**src/rtl/cpu_pkg.sv**
```systemverilog
// -----------------------------------------------------------------------------
// cpu_pkg
// Shared constants for the fetch stage.
//   PC_RESET    - first fetch address after reset
//   IM_WORDS    - instruction-memory depth in 32-bit words
//   RUN,
//   REDIR_PEND  - redirect FSM state encoding
//   NOP         - instruction word used for squashed/flushed/faulting fetches
// Helper:
//   seq_pc()    - sequential next fetch address (32-bit wrap)
// -----------------------------------------------------------------------------
package cpu_pkg;

  localparam logic [31:0] PC_RESET = 32'h0000_3000;
  localparam int          IM_WORDS = 4096;

  localparam logic [0:0]  RUN        = 1'b0;
  localparam logic [0:0]  REDIR_PEND = 1'b1;

  localparam logic [31:0] NOP = 32'h0000_0000;

  function automatic logic [31:0] seq_pc(input logic [31:0] pc);
    return pc + 32'd4;
  endfunction

endpackage

```
**src/rtl/if_adel_chk.sv**
```systemverilog
// -----------------------------------------------------------------------------
// if_adel_chk
// Combinational fetch-address error check. Flags an address that is not
// word aligned or lies outside PC_RESET .. PC_RESET+4*IM_WORDS-1.
// Addresses are never folded modulo the memory depth.
// Parameters:
//   PC_RESET  - base of the legal instruction window
//   IM_WORDS  - window size in words
// Ports:
//   addr  in  [31:0]  fetch address
//   adel  out         1 = misaligned or out-of-range
// -----------------------------------------------------------------------------
module if_adel_chk #(
  parameter logic [31:0] PC_RESET = cpu_pkg::PC_RESET,
  parameter int          IM_WORDS = cpu_pkg::IM_WORDS
) (
  input  logic [31:0] addr,
  output logic        adel
);

  // Upper bound computed at 33 bits so a window touching the top of the
  // address space does not wrap back to a small value.
  localparam logic [32:0] LIMIT = {1'b0, PC_RESET} + (33'(IM_WORDS) << 2);

  logic misaligned;
  logic below_base;
  logic above_top;

  assign misaligned = (addr[1:0] != 2'b00);
  assign below_base = (addr < PC_RESET);
  assign above_top  = ({1'b0, addr} >= LIMIT);
  assign adel       = misaligned | below_base | above_top;

endmodule

```
**src/rtl/if_unit.sv**
```systemverilog
// -----------------------------------------------------------------------------
// if_unit
// Instruction fetch stage: program counter, redirect FSM and the registered
// F/D stage register.
//
// Parameters:
//   PC_RESET  - first fetch address after reset
//   IM_WORDS  - instruction-memory depth in words (legal fetch window size)
// Ports:
//   clk          in        rising-edge clock
//   reset        in        synchronous, active-low
//   stall        in        hold PC and the F/D register
//   flush        in        invalidate the F/D register (wins over stall there)
//   redirect     in        branch/jump taken strobe
//   redirect_pc  in  [31:0] redirect target
//   PC           out [31:0] current fetch address to instruction memory
//   Instr        in  [31:0] combinational instruction word at PC
//   D_Instr      out [31:0] registered instruction
//   D_PC         out [31:0] registered fetch address
//   D_valid      out        registered valid
//   D_exc_adel   out        registered fetch address error
//
// Build option:
//   IF_UNIT_ADEL_CHECK_EN - when defined, misaligned or out-of-window fetches
//   are replaced by NOP and reported on D_exc_adel. When undefined,
//   D_exc_adel is tied low and every fetched word passes through unchanged.
// -----------------------------------------------------------------------------
module if_unit #(
  parameter logic [31:0] PC_RESET = cpu_pkg::PC_RESET,
  parameter int          IM_WORDS = cpu_pkg::IM_WORDS
) (
  input  logic        clk,
  input  logic        reset,
  input  logic        stall,
  input  logic        flush,
  input  logic        redirect,
  input  logic [31:0] redirect_pc,
  output logic [31:0] PC,
  input  logic [31:0] Instr,
  output logic [31:0] D_Instr,
  output logic [31:0] D_PC,
  output logic        D_valid,
  output logic        D_exc_adel
);

  import cpu_pkg::*;

  logic [0:0]  state;
  logic [0:0]  state_next;
  logic [31:0] pend_pc;
  logic [31:0] pend_pc_next;
  logic [31:0] pc_next;
  logic        adel;
  logic        fetch_err;

  // ---------------------------------------------------------------------------
  // Address check on the current fetch address
  // ---------------------------------------------------------------------------
  if_adel_chk #(
    .PC_RESET (PC_RESET),
    .IM_WORDS (IM_WORDS)
  ) u_adel_chk (
    .addr (PC),
    .adel (adel)
  );

`ifdef IF_UNIT_ADEL_CHECK_EN
  assign fetch_err = adel;
`else
  // Checker result is not used in this build; fetches pass through as-is.
  logic adel_unused;
  assign adel_unused = adel;
  assign fetch_err   = 1'b0;
`endif

  // ---------------------------------------------------------------------------
  // Next-PC selection and redirect FSM
  // A redirect seen while stalled is remembered in pend_pc so it is not lost;
  // later redirects during the same stall overwrite it. A live redirect on the
  // release cycle beats the remembered one, since it is the newer target.
  // ---------------------------------------------------------------------------
  always_comb begin
    state_next   = state;
    pend_pc_next = pend_pc;
    pc_next      = PC;

    if (stall) begin
      if (redirect) begin
        pend_pc_next = redirect_pc;
        state_next   = REDIR_PEND;
      end
    end else begin
      state_next = RUN;
      if (redirect) begin
        pc_next = redirect_pc;
      end else if (state == REDIR_PEND) begin
        pc_next = pend_pc;
      end else begin
        pc_next = seq_pc(PC);
      end
    end
  end

  always_ff @(posedge clk) begin
    if (!reset) begin
      PC      <= PC_RESET;
      state   <= RUN;
      pend_pc <= PC_RESET;
    end else begin
      PC      <= pc_next;
      state   <= state_next;
      pend_pc <= pend_pc_next;
    end
  end

  // ---------------------------------------------------------------------------
  // F/D stage register
  // Flush clears the slot even during a stall; D_PC still follows stall so it
  // keeps naming the address that was (or would have been) in the slot.
  // ---------------------------------------------------------------------------
  logic exc_q;

  always_ff @(posedge clk) begin
    if (!reset) begin
      D_Instr <= NOP;
      D_PC    <= PC_RESET;
      D_valid <= 1'b0;
      exc_q   <= 1'b0;
    end else if (flush) begin
      D_Instr <= NOP;
      D_valid <= 1'b0;
      exc_q   <= 1'b0;
      if (!stall) begin
        D_PC <= PC;
      end
    end else if (!stall) begin
      D_Instr <= fetch_err ? NOP : Instr;
      D_PC    <= PC;
      D_valid <= 1'b1;
      exc_q   <= fetch_err;
    end
  end

`ifdef IF_UNIT_ADEL_CHECK_EN
  assign D_exc_adel = exc_q;
`else
  // exc_q only ever loads 0 here; the output is tied low regardless.
  logic exc_unused;
  assign exc_unused = exc_q;
  assign D_exc_adel = 1'b0;
`endif

endmodule

```
**config.mk**
```make
export PLATFORM = sky130hd
export DESIGN_NAME = if_unit
export DESIGN_NICKNAME = d
export VERILOG_FILES = /design/src/rtl/cpu_pkg.sv /design/src/rtl/if_adel_chk.sv /design/src/rtl/if_unit.sv
export SDC_FILE = /design/constraint.sdc
export NUM_CORES = 1
export LEC_CHECK = 0
export BUFFER_PORTS_ARGS = -buffer_cell sky130_fd_sc_hd__buf_4
export CAP_MARGIN = 20
export CORE_MARGIN = 2
export CORE_UTILIZATION = 28
export DETAILED_ROUTE_END_ITERATION = 16
export SLEW_MARGIN = 20
export SYNTH_ARGS = -nofsm -noshare
export SYNTH_HDL_FRONTEND = slang
export SYNTH_HIERARCHICAL = 1
export SYNTH_SLANG_ARGS = --single-unit
```
**constraint.sdc**
```tcl
create_clock -name clk -period 2.2 [get_ports clk]
set_clock_uncertainty 0.15 [all_clocks]
set_input_delay 0.11 -clock clk [delete_from_list [all_inputs] [get_ports clk]]
set_output_delay 0.11 -clock clk [all_outputs]
set_load 0.01 [all_outputs]
```
==> summary.md, run 1 <==
| Metric | Value |
|---|---|
| Rel. slew slack | `between 60 and 70%` |
| # DRC | `0` |
| Vias | `between 5000 and 6000` |
| Worst-Margin Slew | `569 ps` |
| Post-synthesis sequential area ratio | `44.7%` |
| CTS tree | `done` |
| DP HPWL | `around 13 mm` |
| Mapped Nets | `between 700 and 800` |
| Max VDD drop | `517 uV` |
| Max Slew Vio Count | `0` |
| Finished Layout Cells | `approximately 1200` |
| Clk_lat worst skew | `approximately 430 ps` |
| CP Data Required Time | `between 2000 and 2500 ps` |
| Mux contribution to synthesized area | `between 10% and 20%` |
| Crit end category | `flip-flop` |
| Dominant cells by area after synthesis | `dfxtp_1 (45%), mux2i_1 (12%), nand2_1 (6.2%)` |
| Main combinational cell family by area after synthesis | `simple AND/OR/NAND/NOR gates` |
| Routed wl met3 | `1.42 mm` |
| Commonest non-fill, non-tap cell in the layout | `buf_4` |
| Internal power | `between 0.004 and 0.005 W` |
| # Post-CTS Setup Buffers | `0` |
| IO Pins | `~170` |
| Highest routed metal layer | `met4` |
| Leakage power | `3.82 nW` |
| Setup TNS | `0 ps` |
| Finish-stage setup viols | `0` |
| Nets@finish | `around 1000` |
| Core Rows | `52` |
| Initial antenna violation count | `0` |
| Post-synth ARST share | `0%` |
| Vias in the first global route | `about 5700` |
| Yosys cell types | `55` |
| Post-Synth Adder-Cell Area | `less than 1%` |
| Met2 Routed Length | `slightly below 9 mm` |
| Max-Cap Viols | `0` |
| Compound-Gate Fraction of Synth Area | `between 15 and 20%` |
| First-pass GRT wire length | `30.4 mm` |
| Status | `finished, final reports clean` |
| Ant diodes | `0` |
| Syn_area_per_cell | `roughly 8.7 um^2` |
| F_max | `0.485 GHz` |
| PwrDens | `between 700 and 800 mW/mm^2` |
| Starting Density | `around 29%` |
| 1st-iter DRT viols | `between 300 and 400` |
| Core footprint | `~0.02 mm^2` |
| Final GP Congestion | `about 0.87` |
| P_sw | `about 0.0017 W` |
| Comb pwr share | `between 10 and 15%` |
| CTS Buf Count | `17` |
| Multi-input gate area | `around 0.003 mm^2` |
| Die Ht | `roughly 150 um` |
| Clock Tree Root | `clkbuf_16` |
| FF/Latch Area | `approximately 0.0026 mm^2` |
| Max H-tree Level | `4` |
| Pre-antenna DRT Iters | `5` |
| Crit-path max FO | `14` |
| #FFs+latches synth | `130` |
| Switching share of power | `a little over a quarter` |
| Area Overhead vs Synth | `52.8%` |
| WHS Path Cells | `3` |
| Worst r2r path cells | `5` |
| Die area | `approximately 0.022 mm^2` |
| GRT overflow | `0` |
| Area leader, netlist | `dfxtp_1` |
| Xor/xnor cell area share of the yosys netlist | `less than 1%` |
| Antenna-violating nets left | `0` |
| Placed cell count | `1089` |
| Vias per inst | `4.85` |
| Hold crit path type | `in -> reg` |
| Bufs on Longest Clock Path | `2` |
| EDFF count, synth | `0` |
| Post-Synthesis Cells | `671` |
| PortBufs | `between 150 and 200` |
| Crit Path Category | `in -> reg` |
| Wl on met1 | `9.03 mm` |
| Clock Sinks | `130` |
| Largest net degree at the start of global routing | `56` |
| Width of the die | `roughly 150 um` |
| Top cell type's share of synthesized area | `between 40% and 50%` |
| Clock-pin slew on the worst setup and hold paths | `60 ps` |
| Fill count | `between 1500 and 2000` |
| Synth Warn # | `6` |
| Reg power frac | `around two fifths` |
| Clock period minus worst slack | `about 2100 ps` |
| Clk pwr share | `~47%` |
| Share of layout cells above drive strength 1 | `26.3%` |
| Tot GR Track Use | `between 15 and 20%` |
| Most frequent cells in the layout | `buf_4 (198), dfxtp_1 (130), nand2_1 (96), dlygate4sd3_1 (74), mux2i_1 (69)` |
| Simple-gate share of the synthesized area | `20.5%` |
| Startpoint Class | `input port` |
| Hold Fails Final Rpt | `0` |
| Routed len/inst | `~16 um` |
| Unrepaired setup endpoints after global routing | `no` |
| Final wirelength | `between 15 and 20 mm` |
| Arrival @ worst endpoint | `2280 ps` |
| Post-Syn Area | `0.00583 mm^2` |
| Dominant synthesized flop cell | `dfxtp_1` |
| Fin crit share | `between 90% and 100%` |
==> synthesized netlist by cell type (8+ instances only) <==
master,count
dfxtp_1,130
clkbuf_1,37
nor2b_1,32
nand2_1,96
a21boi_0,31
o21ai_0,28
nand3_1,18
a31oi_1,8
nor2_1,63
inv_1,9
mux2i_1,69
a221o_1,8
a21oi_1,30
==> final cells by class <==
| class | instances | share of cell area, % |
|---|---|---|
| Tap cell | 270 | 3.80 |
| Sequential cell | 130 | 29.2 |
| Inverter | 9 | 0.380 |
| Clock buffer | 18 | 4.93 |
| Clock inverter | 14 | 1.98 |
| Timing Repair Buffer | 277 | 26.2 |
| Multi-Input combinational cell | 479 | 33.4 |
==> power groups by stage <==
stage               clock network [W]  registers, W  logic [W]
CTS                           0.00307       0.00255   0.000866
finish                        0.00301       0.00256   0.000881
floorplan                           0       0.00262   0.000360
global placement                    0       0.00260   0.000752
global route                  0.00316       0.00257   0.000959
detailed placement                  0       0.00260   0.000759
==> logic make-up after synthesis <==
kind of cell,after synthesis
and+or+nand+nor,254
AOI/OAI and AO/OA,152
DFF,130
muxes,69
buffers and inverters,62
xor gates and xnor gates,2
adders and majority gates,1
other,1
==> stage by stage <==
stage / setup WS, ps / instance area (um^2) / utilization, % / power (W) / hold WS (ps)
after floorplan: 209 / 5830 / - / 0.00298 / 84.2
final: 138 / 8900 / 43.8 / 0.00645 / 48.1
after global placement: 296 / 7480 / 36.9 / 0.00335 / 185
after CTS: 25.8 / 8840 / 43.5 / 0.00649 / 45.1
after global routing: 29.4 / 8900 / 43.8 / 0.00669 / 100
after detailed placement: 264 / 7480 / 36.9 / 0.00336 / 188
==> registers in the layout, indices dropped and copies added, names as in the netlist <==
signal / cells
D_valid: 1
D_PC: 32
pend_pc: 32
D_Instr: 32
PC: 32
state: 1
==> worst paths after layout <==
path,from,end,slack [ps]
worst min-delay path,redirect,PC[6],50
worst min register to register,pend_pc[1],pend_pc[1],310
worst max-delay path,stall,pend_pc[14],140
worst max register to register,PC[11],PC[22],190
==> per-layer routing <==
| layer | up-vias | global-route usage, % |
|---|---|---|
| met5 | - | 0 |
| met4 | 0 | 5.10 |
| met3 | 29 | 5.15 |
| met2 | 227 | 27.4 |
| met1 | 2708 | 23.3 |
| li1 | 2841 | - |
==> timing repair <==
action,4_1_cts,5_1_grt
hold buffers,74,0
resized for setup,0,2
endpoints found under the hold margin,101,0
endpoints found under the setup margin,0,7
==> critical path, stage by stage <==
cell	delay, ps
dlygate4sd3_1	580
buf_6	250
buf_16	190
and2_1	150
buf_4	190
nand2_1	70
a21boi_0	160
dlygate4sd3_1	570
Power figures use the tool's default switching activity.
==> run 2, diff against run 1 <==
==> constraint.sdc (replaced) <==
create_clock -name clk -period 1.9 [get_ports clk]
set_clock_uncertainty 0.15 [all_clocks]
set_input_delay 0.095 -clock clk [delete_from_list [all_inputs] [get_ports clk]]
set_output_delay 0.095 -clock clk [all_outputs]
set_load 0.01 [all_outputs]
==> summary.md, run 2 (same netlist as run 1, synthesis figures left out) <==
| Metric | Value |
|---|---|
| Slowest-stage cell, CP | `nor3_1 (was dlygate4sd3_1)` |
| Finish-stage setup viols | `0 (unchanged)` |
| Crit-path max FO | `4 (was 14)` |
| Fill count | `1994 (was 1991)` |
| Layout Utilization | `44.7% (was 43.8%)` |
| PortBufs | `165 (unchanged)` |
| Final GP Congestion | `0.865 (was 0.867)` |
| Max VDD drop | `630 uV (was 517 uV)` |
| GRT overflow | `0 (unchanged)` |
| First-pass GRT wire length | `30.1 mm (was 30.4 mm)` |
| Crit Path Category | `reg -> reg (was in -> reg)` |
| IO Pins | `167 (unchanged)` |
| P_sw | `0.00187 W (was 0.00169 W)` |
| Arrival @ worst endpoint | `2030 ps (was 2280 ps)` |
| # DRC | `0 (unchanged)` |
| CP Cell Sequence | `ha_1 > nand4_1 > nor3_1 > nand2_1 > o31a_1 > o22ai_1 (was dlygate4sd3_1 > buf_6 > buf_16 > and2_1 > buf_4 > nand2_1 > a21boi_0 > dlygate4sd3_1)` |
| Bufs on Longest Clock Path | `2 (unchanged)` |
| Hold Fails Final Rpt | `0 (unchanged)` |
| Routed len/inst | `15.6 um (was 16.4 um)` |
| Width of the die | `148 um (unchanged)` |
| Clock-pin slew on the worst setup and hold paths | `60 ps (about the same)` |
| Vias per inst | `4.79 (was 4.85)` |
| Worst path top cell family by delay | `simple AND/OR/NAND/NOR gates (was buffers and inverters)` |
| Switching share of power | `24.8% (was 26.3%)` |
| CP Buf/Inv Count | `0 (was 5)` |
| CP peak stage delay | `340 ps (was 580 ps)` |
| Pre-antenna DRT Iters | `5 (unchanged)` |
| Startpoint Class | `flip-flop (was input port)` |
| Nets@finish | `1004 (was 984)` |
| Max Slew Vio Count | `0 (unchanged)` |
| Clk_lat worst skew | `420 ps (was 430 ps)` |
| DP HPWL | `13.0 mm (was 12.8 mm)` |
| FF/Latch Area | `0.00260 mm^2 (about the same)` |
| Starting Density | `28.7% (unchanged)` |
| Clock period minus worst slack | `approximately 1800 ps` |
| Area Overhead vs Synth | `55.6% (was 52.8%)` |
| Hold crit path type | `in -> reg (unchanged)` |
| Max H-tree Level | `4 (unchanged)` |
| Leakage power | `3.92 nW (was 3.82 nW)` |
| Core footprint | `0.0203 mm^2 (unchanged)` |
| Clock Tree Root | `clkbuf_16 (unchanged)` |
| Internal power | `0.00567 W (was 0.00475 W)` |
| Core Rows | `52 (unchanged)` |
| Vias | `5838 (was 5805)` |
| Commonest non-fill, non-tap cell in the layout | `buf_4 (unchanged)` |
| Die Ht | `148 um (unchanged)` |
| Largest net degree at the start of global routing | `43 (was 56)` |
| Comb pwr share | `14.0% (was 13.7%)` |
| Status | `finished, final reports clean (unchanged)` |
| Tot GR Track Use | `17.4% (about the same)` |
| CTS tree | `done (unchanged)` |
| Clock Sinks | `130 (unchanged)` |
| Max-Cap Viols | `0 (unchanged)` |
| Share of layout cells above drive strength 1 | `29.3% (was 26.3%)` |
| Finished Layout Cells | `1218 (was 1197)` |
| Multi-input gate area | `0.00301 mm^2 (was 0.00298 mm^2)` |
| Fin crit share | `slightly below 100%` |
| PwrDens | `832 mW/mm^2 (was 724 mW/mm^2)` |
| Antenna-violating nets left | `0 (unchanged)` |
| 1st-iter DRT viols | `390 (was 386)` |
| CTS Buf Count | `17 (unchanged)` |
| Die area | `0.0220 mm^2 (unchanged)` |
| Reg power frac | `38.9% (was 39.6%)` |
| WHS | `34.9 ps (was 48.1 ps)` |
| CP Data Required Time | `2100 ps (was 2420 ps)` |
| Final wirelength | `19.0 mm (was 19.7 mm)` |
| Crit end category | `flip-flop (unchanged)` |
| F_max | `about 0.55 GHz` |
| Placed cell count | `1116 (was 1089)` |
| Vias in the first global route | `5755 (was 5656)` |
| Initial antenna violation count | `1 (was 0)` |
| Most frequent cells in the layout | `buf_4 (225), dfxtp_1 (129), nand2_1 (96), mux2i_1 (69), dlygate4sd3_1 (69) (was buf_4 (198), dfxtp_1 (130), nand2_1 (96), dlygate4sd3_1 (74), mux2i_1 (69))` |
| Clk pwr share | `47.1% (was 46.7%)` |
| Unrepaired setup endpoints after global routing | `no (unchanged)` |
[run 2: cell types whose count changed in the layout (fill, tap and decap cells not counted), sizes merged]
cell | before | now
clkbuf | 20 | 19
clkinv | 2 | 4
inv | 13 | 10
buf | 201 | 228
clkinvlp | 5 | 4
bufinv | 3 | 4
diode | 0 | 1
dlygate4sd3 | 74 | 69
[run 2: routing by layer]
metal | track usage [%] | share of wire (%) | up-vias
met2 | 27.8 | 46 | 212
met1 | 22.3 | 45 | 2715
li1 | - | - | 2888
met5 | 0 | 0 | -
met3 | 5.74 | 7.4 | 23
met4 | 5.52 | 1.6 | 0
[run 2: path summary, 6_finish.rpt]
check / start / endpoint / slack (ps) / cells past startpoint
setup reg to reg: PC[2] / PC[14] / 70 / 6
hold reg to reg: D_valid / D_valid / 300 / 2
setup / recovery: PC[2] / PC[14] / 70 / 6
hold / removal: flush / D_Instr[11] / 30 / 4
[run 2: cell type report]
class	count	area share [%]
multi-input cells	479	33.2
flip-flops and latches	130	28.7
repair buffers	297	26.9
clock buffers	19	5.00
well taps	270	3.73
clock inverters	13	2.02
inverters	9	0.373
diodes	1	0.0276
[run 2: power groups by stage]
stage	combinational, W	clock, W	sequential (W)
after floorplan	0.000417	0	0.00304
after global placement	0.000929	0	0.00299
after detailed placement	0.000938	0	0.00299
after CTS	0.00106	0.00364	0.00294
after global routing	0.00115	0.00376	0.00295
final	0.00105	0.00355	0.00294
[run 2: what timing repair did]
item                       CTS  global route
setup endpoints to repair    0             9
setup buffers                0             0
hold endpoints to repair    99             0
hold buffers                69             0
resized for setup            0             6
[run 2: worst reg2reg max path, delay by kind of cell (launching register included)]
| family | cells | cell delay, ps |
|---|---|---|
| flops | 1 | 330 |
| compound gates | 2 | 380 |
| fa+ha+maj | 1 | 220 |
| simple gates | 3 | 680 |
[run 2: per-stage QoR]
stage               total power (W)  TNS, ps  area, um^2  worst slack [ps]
global placement            0.00392        0        7700              11.1
global route                0.00786        0        9060              6.75
floorplan                   0.00345    -19.5        5830             -19.5
CTS                         0.00763        0        9030              20.3
finish                      0.00754        0        9060              66.1
detailed placement          0.00393        0        7700              24.6
